<file path="src/rtl/inst_fetch.sv">
// Instruction-fetch controller: looks up pc_i in a direct-mapped I-cache and, on a miss,
// refills one word from a byte-wide little-endian memory port before retrying the lookup.
module inst_fetch #(
   parameter int ADDR_W = 32
) (
   input  logic              clk,
   input  logic              rst,
   input  logic [ADDR_W-1:0] pc_i,
   input  logic              stall_i,
   input  logic              flush_i,
   output logic              pc_advance_o,
   output logic [ADDR_W-1:0] ic_raddr_o,
   input  logic              ic_hit_i,
   input  logic [31:0]       ic_inst_i,
   output logic              ic_we_o,
   output logic [ADDR_W-1:0] ic_waddr_o,
   output logic [31:0]       ic_winst_o,
   output logic              mem_req_o,
   output logic [ADDR_W-1:0] mem_addr_o,
   input  logic              mem_valid_i,
   input  logic [7:0]        mem_data_i,
   output logic [31:0]       inst_o,
   output logic [ADDR_W-1:0] pc_o,
   output logic              inst_valid_o
);

   typedef enum logic [1:0] {
      LOOKUP = 2'd0,
      FETCH  = 2'd1,
      WRITE  = 2'd2
   } state_t;

   state_t            state_q, state_d;
   logic [1:0]        cnt_q, cnt_d;
   logic [31:0]       buf_q, buf_d;
   logic [ADDR_W-1:0] fetch_pc_q, fetch_pc_d;
   logic [31:0]       inst_q, inst_d;
   logic [ADDR_W-1:0] pc_q, pc_d;
   logic              valid_q, valid_d;
   logic              bubble_s;

   // A flush always kills the IF/ID entry; otherwise refill cycles insert a bubble unless stalled.
   assign bubble_s = flush_i | ~stall_i;

   // Next-state, refill datapath and IF/ID update.
   always_comb begin
      state_d      = state_q;
      cnt_d        = cnt_q;
      buf_d        = buf_q;
      fetch_pc_d   = fetch_pc_q;
      inst_d       = inst_q;
      pc_d         = pc_q;
      valid_d      = valid_q;
      pc_advance_o = 1'b0;
      mem_req_o    = 1'b0;
      ic_we_o      = 1'b0;
      case (state_q)
         LOOKUP: begin
            if (flush_i) begin
               valid_d = 1'b0;
            end else if (ic_hit_i) begin
               if (!stall_i) begin
                  pc_advance_o = 1'b1;
                  inst_d       = ic_inst_i;
                  pc_d         = pc_i;
                  valid_d      = 1'b1;
               end else begin
                  valid_d = valid_q;
               end
            end else begin
               // A miss starts the refill even under stall; only the bubble waits for !stall_i.
               fetch_pc_d = pc_i;
               cnt_d      = 2'd0;
               state_d    = FETCH;
               valid_d    = stall_i ? valid_q : 1'b0;
            end
         end
         FETCH: begin
            mem_req_o = 1'b1;
            valid_d   = bubble_s ? 1'b0 : valid_q;
            if (mem_valid_i) begin
               buf_d[{cnt_q, 3'b000} +: 8] = mem_data_i;
               cnt_d   = cnt_q + 2'd1;
               state_d = (cnt_q == 2'd3) ? WRITE : FETCH;
            end else begin
               cnt_d = cnt_q;
            end
         end
         WRITE: begin
            ic_we_o = 1'b1;
            valid_d = bubble_s ? 1'b0 : valid_q;
            state_d = LOOKUP;
         end
         default: begin
            state_d = LOOKUP;
         end
      endcase
   end

   // State and IF/ID registers.
   always_ff @(posedge clk or posedge rst) begin
      if (rst) begin
         state_q    <= LOOKUP;
         cnt_q      <= 2'd0;
         buf_q      <= 32'h0000_0000;
         fetch_pc_q <= '0;
         inst_q     <= 32'h0000_0000;
         pc_q       <= '0;
         valid_q    <= 1'b0;
      end else begin
         state_q    <= state_d;
         cnt_q      <= cnt_d;
         buf_q      <= buf_d;
         fetch_pc_q <= fetch_pc_d;
         inst_q     <= inst_d;
         pc_q       <= pc_d;
         valid_q    <= valid_d;
      end
   end

   assign ic_raddr_o   = pc_i;
   assign ic_waddr_o   = fetch_pc_q;
   assign ic_winst_o   = buf_q;
   assign mem_addr_o   = fetch_pc_q + ADDR_W'(cnt_q);
   assign inst_o       = inst_q;
   assign pc_o         = pc_q;
   assign inst_valid_o = valid_q;

endmodule

</file>
<file path="config.mk">
export PLATFORM = sky130hd
export DESIGN_NAME = inst_fetch
export DESIGN_NICKNAME = d
export VERILOG_FILES = /design/src/rtl/inst_fetch.sv
export SDC_FILE = /design/constraint.sdc
export NUM_CORES = 1
export LEC_CHECK = 0
export CORE_ASPECT_RATIO = 1.25
export CORE_MARGIN = 5
export CORE_UTILIZATION = 46
export DETAILED_ROUTE_END_ITERATION = 10
export PLACE_DENSITY = 0.86
export SLEW_MARGIN = 30
export SYNTH_ARGS = -nofsm -noshare
export SYNTH_HDL_FRONTEND = slang
export SYNTH_SLANG_ARGS = --single-unit
</file>
<file path="constraint.sdc">
create_clock -name clk -period 9.8 [get_ports clk]
set_clock_uncertainty 0.2 [all_clocks]
set_input_delay 2.94 -clock clk [delete_from_list [all_inputs] [get_ports clk]]
set_output_delay 2.94 -clock clk [all_outputs]
set_load 0.01 [all_outputs]
</file>
Word level (Yosys, flattened, before mapping). Index checks and enable logic that the tools add are counted.

Register bits after elaboration: 133. Output and inout port bits: 196.

Equality and inequality tests: 8. Multiplexer cells: 22. Shift-type cells: 2. Reductions and logical operators: 10. Bitwise gates (word level): 4. Add/subtract/negate cells: 3.

Operator list (count): adder 32 x 2 -> 32 bit (1); bitwise mux 32 bit (1); variable shift 8 x 7 -> 32 bit, first input constant (1); variable part select 8 x 7 -> 32 bit (1); 2-to-1 mux 2 bit (7); 2-to-1 mux 1 bit (11); AND reduction 3 bit (3); case mux 2 bit (2 select lines) (2); AND reduction 4 bit (2); negator 5 -> 7 bit (1); != test 2 bit, second input constant (3); == test 2 bit, second input constant (2); nonzero test 2 bit (2); != test 3 bit, second input constant (1); NOT 1 bit (3); adder 2 x 1 -> 2 bit, second input constant (1); == test 2 x 1 -> 1 bit, second input constant (1); logical NOT 2 bit (1); != test 2 x 1 -> 1 bit, second input constant (1); case mux 1 bit (2 select lines) (1); AND reduction 2 bit (1); OR reduction 2 bit (1); OR 1 bit (1).

Logic depth before layout (Yosys ltp). Gate-level depths: netlist (run 1).

Depth after elaboration: 4. Gate-level depth with buffers: 7.

Least setup slack after synthesis (run 1). No wires, ideal clock.

Path kind: in2out. Start: input flush_i. End: output pc_advance_o. Slack: 3.048 ns. Data required time: 6.660 ns. Cell stages on the path: 4. Data arrival time: 3.612 ns. Cells stage by stage: nand2b_1 -> nor3b_2 -> buf_4 -> buf_6.

Word-level cells in the longest chain between the ends: 2.

Ends and longest elaborated chain: start: declaration (line 10) `input logic flush_i,`; 2-to-1 mux 1 bit (line 59) `if (flush_i) begin`; 2-to-1 mux 1 bit (line 57) `case (state_q)`; end: declaration (line 11) `output logic pc_advance_o,`.

Every way passes these cells.

Worst setup path after layout (run 1). Ends and elaborated chain as after synthesis.

==> results of run 1 <==
[layout by cell type (no fill, tap or decap), types with 2 or more instances in the layout]
master / count
sky130_fd_sc_hd__nand3_1: 12
sky130_fd_sc_hd__nor2_1: 5
sky130_fd_sc_hd__inv_1: 9
sky130_fd_sc_hd__nand3_4: 4
sky130_fd_sc_hd__xor2_1: 3
sky130_fd_sc_hd__bufinv_16: 2
sky130_fd_sc_hd__ha_1: 12
sky130_fd_sc_hd__nand4_1: 14
sky130_fd_sc_hd__clkdlybuf4s50_1: 273
sky130_fd_sc_hd__and2_1: 2
sky130_fd_sc_hd__nor4b_4: 4
sky130_fd_sc_hd__mux2_1: 55
sky130_fd_sc_hd__inv_6: 5
sky130_fd_sc_hd__buf_4: 2
sky130_fd_sc_hd__clkbuf_16: 17
sky130_fd_sc_hd__dfrtp_1: 133
sky130_fd_sc_hd__mux2_2: 39
sky130_fd_sc_hd__o21ai_0: 8
sky130_fd_sc_hd__nand2_1: 15
sky130_fd_sc_hd__a21oi_1: 3
sky130_fd_sc_hd__clkinvlp_4: 4
sky130_fd_sc_hd__nand2b_1: 3
sky130_fd_sc_hd__nor3b_4: 4
sky130_fd_sc_hd__and3_1: 4
sky130_fd_sc_hd__nand4b_1: 2
sky130_fd_sc_hd__nand3_2: 2
sky130_fd_sc_hd__and4_1: 2
sky130_fd_sc_hd__xnor2_1: 27
sky130_fd_sc_hd__a22o_1: 34
sky130_fd_sc_hd__clkinv_4: 2
[per-layer routing]
layer  up-vias  global-route usage  wire [um]
met5         -                   0          0
met4         0              0.0688        338
met3        23              0.0651       1270
met2       185               0.391       9340
met1      2323               0.238       6100
li1       2108                   -          -
[cell type report]
type / instances / area, sq um
inverters: 11 / 46.3
multi-input cells: 262 / 2490
repair buffers: 276 / 2760
clock buffers: 19 / 443
fillers: 914 / 3800
well taps: 171 / 214
clock inverters: 13 / 148
flip-flops and latches: 133 / 3330
[worst max-delay path, cell delays in order]
cell	delay, ns
sky130_fd_sc_hd__clkdlybuf4s50_1	0.50
sky130_fd_sc_hd__nand2b_1	0.24
sky130_fd_sc_hd__nor3b_4	0.20
sky130_fd_sc_hd__clkdlybuf4s50_1	0.57
[flip-flops by register name (all words and copies together) (netlist names)]
| register | cells |
|---|---|
| cnt_q | 2 |
| ic_waddr_o | 32 |
| ic_winst_o | 32 |
| inst_o | 32 |
| inst_valid_o | 1 |
| pc_o | 32 |
| state_q | 2 |
[metrics by stage]
step	hold slack (ns)	cells
finish	0.284	885
detailed placement	0.274	853
global route	0.296	885
CTS	0.287	885
floorplan	0.297	453
global placement	0.267	853
[where the power goes]
| part | switching [W] | internal [W] | total (W) |
|---|---|---|---|
| combinational | 0.000567 | 0.000836 | 0.00140 |
| sequential | 0.000217 | 0.000798 | 0.00102 |
| clock | 0.000245 | 0.000385 | 0.000630 |
| total | 0.00103 | 0.00202 | 0.00305 |
[cells by family (layout without fill, tap and decap cells)]
| group | Yosys count | count (layout) |
|---|---|---|
| DFF | 133 | 133 |
| muxes | 94 | 94 |
| and+or+nand+nor | 78 | 78 |
| buffers and inverters | 58 | 319 |
| AOI/OAI and AO/OA | 47 | 47 |
| xor gates and xnor gates | 30 | 30 |
| adders and majority gates | 13 | 13 |
[path summary, 6_finish.rpt]
| path | from | end | slack [ns] | cells after the start |
|---|---|---|---|---|
| setup / recovery | flush_i | pc_advance_o | 2.22 | 4 |
| setup reg to reg | state_q[0] | inst_o[3] | 7.27 | 5 |
| hold / removal | pc_o[31] | pc_o[31] | 0.28 | 1 |
| max in group asynchronous | rst | inst_o[6] | 5.58 | 3 |
| min in group asynchronous | rst | inst_o[1] | 2.77 | 2 |
| hold reg to reg | pc_o[31] | pc_o[31] | 0.28 | 1 |
==> results.txt, run 1 <==
- Measured against its own limit, the worst slew margin works out to 0.426.
- Average cell area after synthesis: approximately 14 sq um
- Outcome: finished clean
* Final hold viol count: 0
* Leading post-synthesis cells by cell area: sky130_fd_sc_hd__dfrtp_1 54%, sky130_fd_sc_hd__mux2_1 10%, sky130_fd_sc_hd__mux2_2 7.1%
- Post-synth ARST share: 1.00
- Most instantiated flip-flop cell in the synthesis netlist: sky130_fd_sc_hd__dfrtp_1
* Worst endpoint data arrival time: 4.44 ns
- Final #Nets: about 790
* PwrDens: 323 nW/um^2
* Max-cap check violation count: 0
- The floorplan has 47 rows.
- Antenna-violating nets left: 0
- Pins Over Slew Limit: 0
- Clock tree synthesis selected as its root buffer the cell sky130_fd_sc_hd__clkbuf_16.
* Total CTS buffers: 17
- Post-detailed-routing wire length: 17.0 mm
- The H-tree was split into 4 levels.
- I/O pin cnt: around 270
- Min cycle time layout: 7.58 ns
* Post-placement worst setup slack: around 2.2 ns
- The core region is around 13000 sq um.
* Critical path required time: around 6.7 ns
* Largest net degree at the start of global routing: 74
- Number of failing setup endpoints in the final timing report: 0
* Initial antenna violation count: 0
* Number of warning messages in the yosys log: 0
- After detailed routing, the average wire length per cell comes to 19.3 um.
* CTS tree: built
* Clk_lat worst skew: 0.40 ns
- Number of synthesized register bits: 133
- Of the synthesized area, sequential elements account for 0.535.
- Maximum fanout along the worst path: 4
- For this design the static power due to leakage is 3.92 nW.
- After synthesis, the most frequently instantiated cells are 133 x sky130_fd_sc_hd__dfrtp_1, 55 x sky130_fd_sc_hd__mux2_1, 39 x sky130_fd_sc_hd__mux2_2, 34 x sky130_fd_sc_hd__a22o_1, 34 x sky130_fd_sc_hd__buf_4.
- Across every metal layer, demand over resource in global routing totals 0.215.
* TNS Setup: 0 ns
* Wire length of the first global-routing pass: 27.3 mm
* Number of buffers added to fix hold violations after cts: 0
* Worst Tran Pin Value: 0.860 ns
- Drt first-iter violations: 191
- Number of standard cells after synthesis: 453
* Combinational family with the most area after synthesis: multiplexers
* Number of global-route vias before repair: 5025
- IO buf count: 273
- At the end of routability-driven placement, the weighted congestion stood at between 0.8 and 0.9.
- Buffer count from post-CTS setup fixing: 0
* Clock transition at the registers of the reported paths: 0.06 ns
* Netlist Area Pre-Place: around 6200 sq um
- Number of enable flip-flop cells after synthesis: 0
* Unrepaired setup endpoints after global routing: no
- Post-Layout Inst Area: 9430 sq um
- In this run the vertical extent of the chip is 140 um.
* Cell variety after synth: 36
* Fraction of synthesized cell area taken by the top area cell type: 0.535
- Remaining global-route overflow: 0
- The wire-length estimate of the detail-placed layout is 13.0 mm.
* Worst hold path type: reg2reg
* Startpoint type of the worst setup path: input pin
- Xor and xnor fraction of the mapped netlist area: 0.0423
- Die W: 114 um
* Fin crit share: 0.774
- Core occupancy in the finished layout: 0.712
- Counting along the longest clock path gives a buffer depth of 2.
- For this run, design rule violations remaining after detail routing come to 0.
* Placed inst area: 8830 sq um
- The die covers between 15000 and 20000 sq um.
- Most common cell in the synthesized netlist: sky130_fd_sc_hd__dfrtp_1
- In the final layout, the share of cells above drive strength 1 is 0.129.
- Arithmetic-cell share of the synthesized area counting full adders, half adders and majority gates: 0.0274
- Before antenna repair, the detailed router went through 4 iterations.
- Clk sinks: 133
- DR vias: 4639
- Setup WS post-layout: approximately 2.2 ns
* Area delta synth->final: 51.7%
- The number of antenna diodes in the final layout is 0.
- Critical path endpoint category: output pin
* Multiplexer area fraction after synthesis: 0.170
* Peak supply drop: 0.208 mV
- After layout, the design draws a total of 0.00305 W.
- Simple-gate area share of the yosys netlist: 0.100
- Nets in the synthesized netlist: 544
- Total of cells resized after clock tree synthesis: 0
- Cell type with the highest aggregate area in the netlist: sky130_fd_sc_hd__dfrtp_1
- Initial standard-cell utilization of the core: 0.470
* Complex-gate fraction of the synthesized area: 0.0590
* FMAX: approximately 0.13 GHz
* Class of the most critical setup path: in2out
* DR vias/cell: 5.24
Power figures use the tool's default switching activity.
==> run 2: changes to the inputs <==
CORE_UTILIZATION = 42   (was 46)
PLACE_DENSITY = 0.79   (was 0.86)
clock period = 7.7 ns   (was 9.8 ns; I/O delays follow)
==> run 2 against run 1 <==
Worst hold slack worse by 0.0028 ns; cell area about the same; worst setup slack got worse by 0.91 ns; largest cell class unchanged; non-clock buffer count unchanged; cell count increased by 0.79%; die area grew 8.8%; combinational power is 27% higher; global-route usage fell by 1.9 points.
==> results.txt, run 2 (same netlist as run 1, synthesis figures left out) <==
* Critical-path cell with the highest stage delay: sky130_fd_sc_hd__clkdlybuf4s50_1
* DR vias/cell: 5.21 (-0.66%)
- Chain of cells forming the critical path: clkdlybuf4s50_1 -> nand2b_1 -> nor3b_4 -> clkdlybuf4s50_1
- The area enclosed by the die boundary came to 17300 sq um (+8.8%).
- Critical path buffer and inverter count: 2 (unchanged)
* WHS: 0.281 ns (-0.00275 ns)
* Final hold viol count: 0 (unchanged)
* Area used by multi-input combinational logic: 2490 sq um (unchanged)
- The setup slack of the most critical reg-to-reg path was 5.13 ns (-2.14 ns).
- The count of input and output buffers came to 273 (unchanged).
- Leakage power figure: 3.91 nW (-0.18%)
- Worst hold path type: reg2reg
- The maximum clock path buffer count came to 2 (unchanged).
* Die W: 119 um (+4.2%)
* Maximum fanout along the worst path: 4 (unchanged)
- The library cells used most frequently in the layout, excluding fill and tap cells, are 273 x sky130_fd_sc_hd__clkdlybuf4s50_1, 133 x sky130_fd_sc_hd__dfrtp_1, 55 x sky130_fd_sc_hd__mux2_1.
- Clock transition at the registers of the reported paths: 0.06 ns (about the same)
- TNS Setup: 0 ns (unchanged)
* Fraction of final layout cells with drive strength greater than 1: 0.130 (+0.00140)
- DR vias: 4645 (+0.13%)
* Max incr delay on CP: 0.61 ns (+0.04 ns)
- The summed area of non-filler cells in the final layout was 9430 sq um (about the same).
- Fin crit share: 0.830
* DRC violation count after routing: 0 (unchanged)
- Met3 track demand over resource: 0.0731 (+0.00797)
- The power density over the cells is 410 nW/um^2 (+27%).
- The placement row count is 49 (+4.3%).
* Largest net degree at the start of global routing: 73 (-1.4%)
* Clock tree root driver cell: sky130_fd_sc_hd__clkbuf_16
* Buffer count from post-CTS setup fixing: 0 (unchanged)
- Final RePlAce weighted congestion: 0.830 (-0.54%)
* Relative slew slack: 0.403 (-0.0237)
- The total wire length after detailed routing came to 17.3 mm (+1.3%).
- The required arrival time at the worst endpoint came to 5.19 ns (-1.47 ns).
- Number of buffers added to fix hold violations after cts: 0 (unchanged)
- Wire length of the first global-routing pass: 27.3 mm (about the same)
* Clk sinks: 133 (unchanged)
* FMAX: 0.156 GHz
* Clk_lat worst skew: 0.41 ns (about the same)
* GRT Util Overall: 0.197 (-0.0186)
- The number of iterations in the first detailed-routing pass came to 4 (unchanged).
* DR WL/cell: 19.4 um (+0.48%)
- Grouping stages by cell kind, the critical path spends the most delay in buffers and inverters.
* Pins Over Slew Limit: 0 (unchanged)
* I/O pin cnt: 274 (unchanged)
- The relative area change from synthesis to final layout came to 51.8% (about the same).
- The remaining antenna violation count is 0 (unchanged).
- The number of fill cells in the layout came to 1123 (+23%).
- Initial antenna violation count: 0 (unchanged)
- Switching pwr: 0.00130 W (+26%)
- Seq. cell area: 3330 sq um (unchanged)
- Post-placement worst setup slack: 1.28 ns (-0.931 ns)
- The critical path is of the in2out type.
* Most common library cell in the layout ignoring fill and taps: sky130_fd_sc_hd__clkdlybuf4s50_1
* Outcome: finished clean
* Net switching fraction of the power: 0.337 (-0.00121)
- The detailed placement HPWL is 13.1 mm (+1.1%).
- The post-cts gate resize count came to 0 (unchanged).
- Number of failing setup endpoints in the final timing report: 0 (unchanged)
- The total cell area at the placement stage was 8840 sq um (about the same).
- Subtracting the final worst setup slack from the clock period gives 6.39 ns.
- The die outline height was 146 um (+4.3%).
- The sequential share of power came to 0.334 (about the same).
- CTS tree: built
- Placeable core region: 14500 sq um (+9.4%)
* Final #Nets: 792 (unchanged)
* Number of global-route vias before repair: 5073 (+0.96%)
- Remaining global-route overflow: 0 (unchanged)
- Busiest layer in global routing: met2
- Clock H-tree levels: 4 (unchanged)
* Unrepaired setup endpoints after global routing: no
* Max-cap check violation count: 0 (unchanged)
- Combinational share of power: 0.461 (about the same)
* Met2 Usage GRT: 0.356 (-0.0358)
* Worst endpoint data arrival time: 3.88 ns (-0.56 ns)
- Drt first-iter violations: 261 (+37%)
* Critical path endpoint category: output pin
- The maximum vdd drop came to 0.193 mV (-7.0%).
- Setup WS post-layout: 1.31 ns (-0.908 ns)
- Initial standard-cell utilization of the core: 0.430 (-0.0402)
- The routing usage on met1 is 0.209 (-0.0288).
* Startpoint type of the worst setup path: input pin
- Count of antenna diodes in the layout: 0 (unchanged)
- Total CTS buffers: 17 (unchanged)
* Cell repeated most along the worst path: sky130_fd_sc_hd__clkdlybuf4s50_1
- P_int: 0.00257 W (+27%)
* Worst Tran Pin Value: 0.896 ns (+0.0356 ns)
- Clock network fraction of total power: 0.204 (-0.003)
## run 2: path summary, 6_finish.rpt
check / start / endpoint / cells past startpoint
max in group asynchronous: rst / ic_winst_o[15] / 3
min in group asynchronous: rst / inst_o[5] / 2
hold / removal: pc_o[0] / pc_o[0] / 1
setup / recovery: flush_i / pc_advance_o / 4
hold reg to reg: pc_o[0] / pc_o[0] / 1
setup reg to reg: state_q[0] / pc_o[27] / 5
## run 2: per-stage QoR
stage / total power, W / utilization / std cells
after CTS: 0.00392 / 0.652 / 892
after floorplan: 0.00203 / - / 453
after global placement: 0.00305 / 0.611 / 860
after global routing: 0.00407 / 0.652 / 892
after detailed placement: 0.00310 / 0.611 / 860
final: 0.00387 / 0.652 / 892
## run 2: layer usage
metal,vias to the layer above,part of all wire
li1,2101,-
met1,2303,0.37
met2,210,0.54
met3,31,0.071
met4,0,0.021
met5,-,0
## run 2: layout make-up
class,instances,share of cell area
multi-input combinational,262,0.264
clock inverter,14,0.0163
sequential,133,0.353
inverter,11,0.00491
clock buffer,18,0.0466
timing repair buffer,276,0.292
tap,178,0.0236
## run 2: power by group through the flow
| stage | Clock [W] | Combinational (W) | Sequential (W) |
|---|---|---|---|
| floorplan | 0 | 0.000631 | 0.00139 |
| global placement | 0 | 0.00177 | 0.00128 |
| detailed placement | 0 | 0.00181 | 0.00130 |
| CTS | 0.000814 | 0.00181 | 0.00129 |
| global route | 0.000841 | 0.00190 | 0.00133 |
| finish | 0.000791 | 0.00178 | 0.00129 |
